### config.mk
export PLATFORM = sky130hd
export DESIGN_NAME = cluster_clock_divider
export DESIGN_NICKNAME = d
export VERILOG_FILES = /design/src/rtl/cluster_clock_divider.sv
export SDC_FILE = /design/constraint.sdc
export NUM_CORES = 1
export LEC_CHECK = 0
export BUFFER_PORTS_ARGS = -buffer_cell sky130_fd_sc_hd__buf_2
export CORE_AREA = 2 2 85 87
export CTS_BUF_LIST = sky130_fd_sc_hd__clkbuf_4
export DETAILED_ROUTE_END_ITERATION = 12
export DIE_AREA = 0 0 87 89
export PLACE_DENSITY = 0.69
export SYNTH_ARGS = -nofsm -noshare
export SYNTH_HDL_FRONTEND = slang
export SYNTH_SLANG_ARGS = --single-unit
### constraint.sdc
create_clock -name clk_i -period 2.6 [get_ports clk_i]
set_input_delay 0.26 -clock clk_i [delete_from_list [all_inputs] [get_ports clk_i]]
set_output_delay 0.26 -clock clk_i [all_outputs]
set_load 0.1 [all_outputs]
### src/rtl/cluster_clock_divider.sv
// -----------------------------------------------------------------------------
// cluster_clock_divider
//
// Multi-channel, run-time programmable, glitch-free clock divider. Every
// channel owns its own counter and output flop, so channels never share
// a phase reference. Each divided clock has a 50% duty cycle with a period
// of 2*(div+1) source cycles.
//
// A new divide value is written through a req/gnt handshake. It is parked
// in a per-channel holding register and only moves into the active divide
// register at a safe point. A safe point is either the falling toggle of the
// channel's output (the period boundary) or any cycle in which the channel
// is stopped (output low, enable low). As a result no short or runt phase
// can ever appear on an output.
//
// Ports
//   clk_i      source clock
//   rst_i      asynchronous reset, active high
//   en_i       per-channel run enable
//   cfg_req_i  configuration write request
//   cfg_ch_i   target channel of the write
//   cfg_div_i  new divide value
//   cfg_gnt_o  write accepted this cycle (combinational)
//   pend_o     per-channel "value captured, not yet applied"
//   clk_o      divided clocks, each driven straight from a flop
// -----------------------------------------------------------------------------
module cluster_clock_divider #(
  parameter int NUM_CH  = 2,
  parameter int DIV_W   = 8,
  parameter int DIV_RST = 0,
  localparam int CH_W   = (NUM_CH > 1) ? $clog2(NUM_CH) : 1
) (
  input  logic              clk_i,
  input  logic              rst_i,
  input  logic [NUM_CH-1:0] en_i,
  input  logic              cfg_req_i,
  input  logic [CH_W-1:0]   cfg_ch_i,
  input  logic [DIV_W-1:0]  cfg_div_i,
  output logic              cfg_gnt_o,
  output logic [NUM_CH-1:0] pend_o,
  output logic [NUM_CH-1:0] clk_o
);

  // One-hot decode of the addressed channel. An out-of-range index decodes
  // to all zeros, so such a write is granted but touches no channel.
  logic [NUM_CH-1:0] ch_hit;
  logic [NUM_CH-1:0] wr_en;

  // Stall only when the addressed channel still holds an unapplied value.
  assign cfg_gnt_o = cfg_req_i & ~|(ch_hit & pend_o);

  genvar gi;
  generate
    for (gi = 0; gi < NUM_CH; gi++) begin : g_ch
      logic [DIV_W-1:0] cnt_reg;
      logic [DIV_W-1:0] cnt_next;
      logic [DIV_W-1:0] div_reg;
      logic [DIV_W-1:0] div_next;
      logic [DIV_W-1:0] new_reg;
      logic [DIV_W-1:0] new_next;
      logic             clk_reg;
      logic             clk_next;
      logic             pend_reg;
      logic             pend_next;
      logic             stopped;
      logic             terminal;
      logic             boundary;
      logic             apply;

      assign ch_hit[gi] = (cfg_ch_i == CH_W'(gi));
      assign wr_en[gi]  = cfg_req_i & ch_hit[gi] & ~pend_reg;

      // A channel only stops while its output is low; a high phase that
      // sees enable drop keeps counting until it falls naturally.
      assign stopped  = ~clk_reg & ~en_i[gi];
      assign terminal = (cnt_reg == div_reg);
      // Falling toggle of the output: the only running cycle in which the
      // divide value may change without distorting a phase.
      assign boundary = clk_reg & terminal;
      assign apply    = pend_reg & (stopped | boundary);

      always_comb begin
        cnt_next  = cnt_reg;
        clk_next  = clk_reg;
        div_next  = div_reg;
        new_next  = new_reg;
        pend_next = pend_reg;

        if (stopped) begin
          cnt_next = '0;
        end else if (terminal) begin
          cnt_next = '0;
          clk_next = ~clk_reg;
        end else begin
          cnt_next = cnt_reg + DIV_W'(1);
        end

        if (apply) begin
          div_next  = new_reg;
          pend_next = 1'b0;
        end

        // A write is only granted when nothing is pending, so it can never
        // collide with apply. A grant on a boundary cycle therefore just
        // loads the holding register and waits for the next safe point.
        if (wr_en[gi]) begin
          new_next  = cfg_div_i;
          pend_next = 1'b1;
        end
      end

      always_ff @(posedge clk_i or posedge rst_i) begin
        if (rst_i) begin
          cnt_reg  <= '0;
          clk_reg  <= 1'b0;
          div_reg  <= DIV_W'(DIV_RST);
          new_reg  <= '0;
          pend_reg <= 1'b0;
        end else begin
          cnt_reg  <= cnt_next;
          clk_reg  <= clk_next;
          div_reg  <= div_next;
          new_reg  <= new_next;
          pend_reg <= pend_next;
        end
      end

      assign clk_o[gi]  = clk_reg;
      assign pend_o[gi] = pend_reg;
    end
  endgenerate

endmodule

==> impl_metrics.xml, run 1 <==
<?xml version="1.0" encoding="UTF-8"?>
<metrics>
  <group name="clocking">
    <metric name="cts.repair.resized" unit="">0</metric>
    <metric name="maximum_root_to_sink_buffer_count" unit="">2</metric>
    <metric name="cts.sinks" unit="">52</metric>
    <metric name="cts.clk_slew.worst_paths" unit="ns">0.15</metric>
    <metric name="clock_latency_on_the_worst_skew_pair" unit="ns">0.37</metric>
    <metric name="clockRootBuffer" unit="">sky130_fd_sc_hd__clkbuf_4</metric>
    <metric name="cts_tree" unit="">yes</metric>
    <metric name="cts_max_level" unit="">2</metric>
    <metric name="tritoncts.num_buffers" unit="">5</metric>
  </group>
  <group name="logic_synthesis">
    <metric name="async_flop_share" unit="%">100</metric>
    <metric name="syn_area_per_cell" unit="um2">10.2</metric>
    <metric name="seq_area_frac_synth" unit="%">44.0</metric>
    <metric name="yosysWarningCount" unit="">0</metric>
    <metric name="post_synth_num_cell_types" unit="">29</metric>
    <metric name="netlist_instances" unit="">290</metric>
    <metric name="synth_fp_nets" unit="">306</metric>
    <metric name="netlist_area" unit="um2">2960</metric>
    <metric name="postSynthRegisterBits" unit="">52</metric>
    <metric name="synth_ff_type" unit="">sky130_fd_sc_hd__dfrtp_1</metric>
    <metric name="synth_edf_count" unit="">0</metric>
  </group>
  <group name="global_route">
    <metric name="track_usage" unit="%">17.1</metric>
    <metric name="first_global_vias" unit="">2142</metric>
    <metric name="grt-ovfl-total" unit="">0</metric>
    <metric name="antenna_violations_before_repair" unit="">0</metric>
    <metric name="grt_start_max_net_pins" unit="">27</metric>
    <metric name="grt_pass1_wl" unit="mm">10.6</metric>
  </group>
  <group name="detailed_routing">
    <metric name="route.detailed.vias_per_inst" unit="">5.91</metric>
    <metric name="dr.pass1.iters" unit="">4</metric>
    <metric name="drt_iter0_drc" unit="">135</metric>
    <metric name="routed_wirelength" unit="mm">6.10</metric>
    <metric name="vias" unit="">2268</metric>
    <metric name="drc_errors" unit="">0</metric>
    <metric name="wl_per_cell" unit="um">15.9</metric>
    <metric name="final_antenna_net_count" unit="">0</metric>
  </group>
  <group name="layout">
    <metric name="multi_input_comb_area" unit="um2">1530</metric>
    <metric name="diodes" unit="">0</metric>
    <metric name="n_fill_cell" unit="">636</metric>
    <metric name="final-seq-area" unit="um2">1300</metric>
    <metric name="synthToLayoutAreaGrowth" unit="%">10.6</metric>
    <metric name="final_cell_area" unit="um2">3270</metric>
    <metric name="share_of_final_layout_standard_cells_stronger_than_drive_strength_1" unit="%">19.1</metric>
    <metric name="net_total_in_the_final_layout" unit="">319</metric>
  </group>
  <group name="placement">
    <metric name="dpl_cell_area" unit="um2">3130</metric>
    <metric name="placement.io_buffers" unit="">18</metric>
    <metric name="globalplace.congestion" unit="">0.791</metric>
    <metric name="hpwlAfterDp" unit="mm">4.16</metric>
  </group>
  <group name="pwr">
    <metric name="share_seq_of_total_power" unit="%">41.4</metric>
    <metric name="irDropWorstVdd" unit="mV">0.315</metric>
    <metric name="p_leak" unit="nW">1.29</metric>
    <metric name="p_switching" unit="mW">1.12</metric>
    <metric name="power.switching_fraction" unit="%">36.5</metric>
    <metric name="internal_power" unit="mW">1.95</metric>
    <metric name="power.density_cell_area" unit="nW/um2">938</metric>
    <metric name="combinationalPowerShare" unit="%">37.3</metric>
    <metric name="share_clk_of_total_power" unit="%">21.2</metric>
  </group>
  <group name="worst_setup_path">
    <metric name="criticalPathCategory" unit="">flop to flop</metric>
    <metric name="critPathArrivalTime" unit="ns">2.18</metric>
    <metric name="worst_setup_path_end_kind" unit="">flop</metric>
    <metric name="crit_path_max_fanout" unit="">10</metric>
    <metric name="wp_data_required" unit="ns">2.85</metric>
    <metric name="worst_setup_path_start_kind" unit="">flop</metric>
  </group>
  <group name="sta">
    <metric name="worst_slew_pin_slew" unit="ns">0.524</metric>
    <metric name="rsz0062_at_grt" unit="">no</metric>
    <metric name="finalCriticalPeriod" unit="ns">1.93</metric>
    <metric name="max_clock_freq" unit="GHz">0.517</metric>
    <metric name="report.final.setup_viol" unit="">0</metric>
    <metric name="setup_tns" unit="ns">0</metric>
    <metric name="finClkSkew" unit="ns">0.00707</metric>
    <metric name="finalHoldViolCount" unit="">0</metric>
    <metric name="finalMaxSlewViolations" unit="">0</metric>
    <metric name="timing.final.crit_share" unit="%">74.3</metric>
    <metric name="timing.max_slew.rel_slack" unit="%">65.0</metric>
  </group>
  <group name="floorplanning">
    <metric name="die_width" unit="um">87</metric>
    <metric name="floorplan.io_pins" unit="">19</metric>
    <metric name="die-area" unit="um2">7740</metric>
    <metric name="floorplan.core_area" unit="um2">6720</metric>
    <metric name="initial_cell_density_of_the_core" unit="%">44.0</metric>
    <metric name="floorplan.die.height" unit="um">89</metric>
    <metric name="fp-row-count" unit="">30</metric>
  </group>
  <group name="flow_run">
    <metric name="max_cap_violations" unit="">0</metric>
  </group>
  <group name="outcome">
    <metric name="outcome" unit="">complete, no violations</metric>
  </group>
  <group name="hold_path">
    <metric name="hold_class" unit="">input port to flop</metric>
  </group>
</metrics>
-- worst paths after layout --
path,startpoint,end,slack [ns],cells past startpoint
worst max-delay path,g_ch[0].cnt_reg[0],g_ch[0].div_reg[2],0.67,6
worst min-delay path,cfg_div_i[3],g_ch[0].new_reg[3],0.13,2
worst max register to register,g_ch[0].cnt_reg[0],g_ch[0].div_reg[2],0.67,6
worst min register to register,g_ch[0].new_reg[2],g_ch[0].new_reg[2],0.55,1
max in group asynchronous,rst_i,g_ch[1].div_reg[2],1.54,4
min in group asynchronous,rst_i,g_ch[0].pend_reg,0.45,3
-- cells in the mapped netlist (3+ instances only) --
| master | count | share of area [%] |
|---|---|---|
| sky130_fd_sc_hd__a311oi_1 | 16 | 4.7 |
| sky130_fd_sc_hd__and3_1 | 21 | 4.4 |
| sky130_fd_sc_hd__buf_4 | 5 | 1.3 |
| sky130_fd_sc_hd__clkbuf_1 | 18 | 2.3 |
| sky130_fd_sc_hd__dfrtp_1 | 52 | 44 |
| sky130_fd_sc_hd__mux2_2 | 16 | 6.1 |
| sky130_fd_sc_hd__nand3_1 | 27 | 4.6 |
| sky130_fd_sc_hd__nor2_1 | 3 | 0.38 |
| sky130_fd_sc_hd__nor2b_1 | 17 | 3.6 |
| sky130_fd_sc_hd__nor3_1 | 14 | 2.4 |
| sky130_fd_sc_hd__nor3b_1 | 19 | 4.8 |
| sky130_fd_sc_hd__o211ai_1 | 16 | 4.1 |
| sky130_fd_sc_hd__o21ai_0 | 19 | 3.2 |
| sky130_fd_sc_hd__xnor2_1 | 10 | 3.0 |
| sky130_fd_sc_hd__xor2_1 | 18 | 5.3 |
-- per-stage QoR --
stage / std cells / setup slack, ns / hold slack [ns] / power, mW / utilization, %
4_1_cts: 384 / 0.630 / 0.118 / 3.09 / 48.7
2_1_floorplan: 290 / 0.564 / 0.411 / 2.20 / -
3_3_place_gp: 375 / 0.740 / 0.338 / 2.39 / 46.6
5_1_grt: 384 / 0.523 / 0.112 / 3.29 / 48.7
6_report: 384 / 0.667 / 0.131 / 3.07 / 48.7
3_5_place_dp: 375 / 0.697 / 0.339 / 2.43 / 46.6
-- timing repair --
item,4_1_cts,5_1_grt
hold buffers,1,0
setup buffers,0,0
hold endpoints to repair,23,0
-- cell type report --
class,instances,share of cell area [%]
flip-flops and latches,52,39.8
clock buffers,5,1.15
inverters,1,0.115
clock inverters,3,2.75
well taps,80,3.06
repair buffers,32,6.50
multi-input cells,211,46.6
-- layout by cell type, fill, tap and decap left out, types with 13 or more instances in the layout --
cell                        n
sky130_fd_sc_hd__buf_4     13
sky130_fd_sc_hd__o211ai_1  16
sky130_fd_sc_hd__o21ai_0   19
sky130_fd_sc_hd__xor2_1    18
sky130_fd_sc_hd__a311oi_1  16
sky130_fd_sc_hd__nor3_1    14
sky130_fd_sc_hd__and3_1    21
sky130_fd_sc_hd__nor3b_1   19
sky130_fd_sc_hd__nand3_1   27
sky130_fd_sc_hd__nor2b_1   17
sky130_fd_sc_hd__buf_2     17
sky130_fd_sc_hd__dfrtp_1   52
sky130_fd_sc_hd__mux2_2    16
-- critical path, cell delays in order (launching register included) --
cell and delay, ns:
sky130_fd_sc_hd__dfrtp_1 0.47, sky130_fd_sc_hd__xor2_1 0.19, sky130_fd_sc_hd__nor4_4 0.25, sky130_fd_sc_hd__buf_4 0.21
sky130_fd_sc_hd__and2_1 0.33, sky130_fd_sc_hd__buf_4 0.24, sky130_fd_sc_hd__o211ai_1 0.11
-- power by group through the flow --
stage	registers (mW)	logic, mW	clock network (mW)
2_1_floorplan	1.22	0.980	0
5_1_grt	1.31	1.28	0.701
4_1_cts	1.27	1.15	0.667
6_report	1.27	1.15	0.651
3_3_place_gp	1.28	1.11	0
3_5_place_dp	1.29	1.14	0
-- metal layers --
metal	vias up	GRT usage [%]	part of all wire (%)
met1	1120	26.0	51
met5	-	0	0
met4	0	3.84	0.84
met3	5	3.32	4.5
li1	1093	-	-
met2	50	25.1	44
-- cell families (layout without fill, tap and decap cells) --
family,count (synthesis),after routing,synth area share [%]
simple gates,110,110,23.3
compound gates,54,54,12.7
flops,52,52,44.0
xor+xnor,28,28,8.29
buf+inv,27,41,4.40
mux,17,17,6.47
fa+ha+maj,2,2,0.846
(Power assumes the default switching activity.)
==> run 2: changes to the inputs <==
Settings changed: PLACE_DENSITY 0.69 to 0.72.
Clock period 2.6 ns to 1.61 ns, I/O delays scaled along.
==> run 2 against run 1 <==
  * Core utilization up 1.5 points
  * Critical endpoint is now cfg_gnt_o
  * Clock power down 15%
  * Clock skew decreased by 0.0033 ns
  * Largest cell class unchanged
  * Highest routed layer unchanged
  * Register-to-register slack got worse by 0.60 ns
==> impl_metrics.xml, run 2 (synthesis gave the netlist of run 1 again) <==
<?xml version="1.0" encoding="UTF-8"?>
<metrics>
  <group name="outcome">
    <metric name="outcome" unit="">complete, no violations</metric>
  </group>
  <group name="layout">
    <metric name="synthToLayoutAreaGrowth" unit="%">14.0</metric>
    <metric name="diodes" unit="">0</metric>
    <metric name="finish.utilization" unit="%">50.1</metric>
    <metric name="multi_input_comb_area" unit="um2">1540</metric>
    <metric name="n_fill_cell" unit="">604</metric>
    <metric name="final_cell_area" unit="um2">3370</metric>
    <metric name="final-seq-area" unit="um2">1300</metric>
    <metric name="net_total_in_the_final_layout" unit="">331</metric>
    <metric name="final_cell_mix" unit="">52 x sky130_fd_sc_hd__dfrtp_1, 27 x sky130_fd_sc_hd__nand3_1, 23 x sky130_fd_sc_hd__buf_4, 21 x sky130_fd_sc_hd__and3_1, 19 x sky130_fd_sc_hd__o21ai_0</metric>
    <metric name="share_of_final_layout_standard_cells_stronger_than_drive_strength_1" unit="%">22.2</metric>
    <metric name="layout_commonest_cell" unit="">sky130_fd_sc_hd__dfrtp_1</metric>
  </group>
  <group name="detailed_routing">
    <metric name="vias" unit="">2333</metric>
    <metric name="wl_per_cell" unit="um">16.1</metric>
    <metric name="drt_iter0_drc" unit="">178</metric>
    <metric name="dr.pass1.iters" unit="">4</metric>
    <metric name="routed_wirelength" unit="mm">6.36</metric>
    <metric name="final_antenna_net_count" unit="">0</metric>
    <metric name="route.detailed.vias_per_inst" unit="">5.91</metric>
    <metric name="drc_errors" unit="">0</metric>
  </group>
  <group name="placement">
    <metric name="hpwlAfterDp" unit="mm">4.37</metric>
    <metric name="dpl_cell_area" unit="um2">3270</metric>
    <metric name="globalplace.congestion" unit="">0.865</metric>
    <metric name="placement.io_buffers" unit="">18</metric>
  </group>
  <group name="sta">
    <metric name="timing.final.crit_share" unit="%">96.8</metric>
    <metric name="finalHoldViolCount" unit="">0</metric>
    <metric name="max_clock_freq" unit="GHz">0.642</metric>
    <metric name="report.final.setup_viol" unit="">0</metric>
    <metric name="rsz0062_at_grt" unit="">yes</metric>
    <metric name="finalCriticalPeriod" unit="ns">1.56</metric>
    <metric name="fin_hold_ws" unit="ns">0.0416</metric>
    <metric name="finalMaxSlewViolations" unit="">0</metric>
    <metric name="worst_slew_pin_slew" unit="ns">0.425</metric>
    <metric name="timing.max_slew.rel_slack" unit="%">71.6</metric>
    <metric name="finClkSkew" unit="ns">0.00380</metric>
  </group>
  <group name="clocking">
    <metric name="clockRootBuffer" unit="">sky130_fd_sc_hd__clkbuf_4</metric>
    <metric name="cts_max_level" unit="">2</metric>
    <metric name="maximum_root_to_sink_buffer_count" unit="">2</metric>
    <metric name="cts_tree" unit="">yes</metric>
    <metric name="tritoncts.num_buffers" unit="">5</metric>
    <metric name="cts.sinks" unit="">52</metric>
    <metric name="cts.clk_slew.worst_paths" unit="ns">0.14</metric>
    <metric name="clock_latency_on_the_worst_skew_pair" unit="ns">0.37</metric>
  </group>
  <group name="global_route">
    <metric name="grt_pass1_wl" unit="mm">10.8</metric>
    <metric name="grt-ovfl-total" unit="">0</metric>
    <metric name="antenna_violations_before_repair" unit="">0</metric>
    <metric name="grt_start_max_net_pins" unit="">35</metric>
    <metric name="first_global_vias" unit="">2228</metric>
    <metric name="track_usage" unit="%">17.5</metric>
  </group>
  <group name="floorplanning">
    <metric name="floorplan.io_pins" unit="">19</metric>
    <metric name="die-area" unit="um2">7740</metric>
    <metric name="floorplan.die.height" unit="um">89</metric>
    <metric name="fp-row-count" unit="">30</metric>
    <metric name="die_width" unit="um">87</metric>
    <metric name="floorplan.core_area" unit="um2">6720</metric>
    <metric name="initial_cell_density_of_the_core" unit="%">44.0</metric>
  </group>
  <group name="worst_setup_path">
    <metric name="critPathArrivalTime" unit="ns">1.40</metric>
    <metric name="wp_data_required" unit="ns">1.45</metric>
    <metric name="worst_setup_path_start_kind" unit="">flop</metric>
    <metric name="criticalPathCategory" unit="">flop to primary output</metric>
    <metric name="crit_path_max_fanout" unit="">2</metric>
    <metric name="worst_setup_path_end_kind" unit="">primary output</metric>
  </group>
  <group name="pwr">
    <metric name="p_leak" unit="nW">1.35</metric>
    <metric name="power.density_cell_area" unit="nW/um2">1370</metric>
    <metric name="post-layout-total-power" unit="mW">4.63</metric>
    <metric name="irDropWorstVdd" unit="mV">0.515</metric>
  </group>
  <group name="flow_run">
    <metric name="max_cap_violations" unit="">0</metric>
  </group>
  <group name="hold_path">
    <metric name="hold_class" unit="">input port to flop</metric>
  </group>
</metrics>
## run 2: repair_timing
item / CTS / global route
buffers inserted: 3 / 1
hold endpoints to repair: 18 / 0
pin swaps: 0 / 1
hold buffers: 1 / 0
endpoints found under the setup margin: 1 / 8
resized for setup: 1 / 3
## run 2: final timing paths
path                                      end  cells after the start          startpoint  slack (ns)
max                                 cfg_gnt_o                      4    g_ch[0].pend_reg        0.05
max reg2reg                   g_ch[0].clk_reg                      4  g_ch[0].div_reg[0]        0.07
max in group asynchronous  g_ch[1].new_reg[1]                      4               rst_i        0.78
min reg2reg                g_ch[0].new_reg[7]                      1  g_ch[0].new_reg[7]        0.56
min                        g_ch[1].new_reg[0]                      2        cfg_div_i[0]        0.04
min in group asynchronous    g_ch[0].pend_reg                      3               rst_i        0.31
## run 2: critical path, cell delays in order (launching register included)
cell and delay (ns):
sky130_fd_sc_hd__dfrtp_1 0.41, sky130_fd_sc_hd__nor3b_2 0.16, sky130_fd_sc_hd__buf_4 0.15, sky130_fd_sc_hd__nand2b_4 0.13, sky130_fd_sc_hd__buf_12 0.17
## run 2: per-stage QoR
step | instances | setup TNS (ns) | setup slack, ns
floorplan | 290 | -0.422 | -0.148
global placement | 383 | 0 | 0.110
detailed placement | 383 | 0 | 0.0540
CTS | 394 | 0 | 0.0196
global route | 395 | -0.0137 | -0.0107
finish | 395 | 0 | 0.0513
## run 2: routing by layer
metal / vias up / part of all wire (%) / GRT usage, %
met1: 1149 / 48 / 26.1
met2: 58 / 46 / 26.4
met4: 0 / 0.94 / 5.11
met3: 4 / 4.6 / 2.40
li1: 1122 / - / -
met5: - / 0 / 0
## run 2: power breakdown
part / internal [mW] / switching (mW) / total [mW] / leakage (nW)
logic: 0.967 / 1.07 / 2.04 / 0.733
clock network: 0.154 / 0.398 / 0.551 / 0.0261
registers: 1.67 / 0.364 / 2.04 / 0.592
total: 2.80 / 1.83 / 4.63 / 1.35
## run 2: layout make-up
| cell class | count | area share [%] |
|---|---|---|
| Sequential cell | 52 | 38.6 |
| Tap cell | 80 | 2.97 |
| Multi-Input combinational cell | 211 | 45.7 |
| Timing Repair Buffer | 44 | 11.3 |
| Clock inverter | 2 | 0.223 |
| Inverter | 1 | 0.111 |
| Clock buffer | 5 | 1.11 |
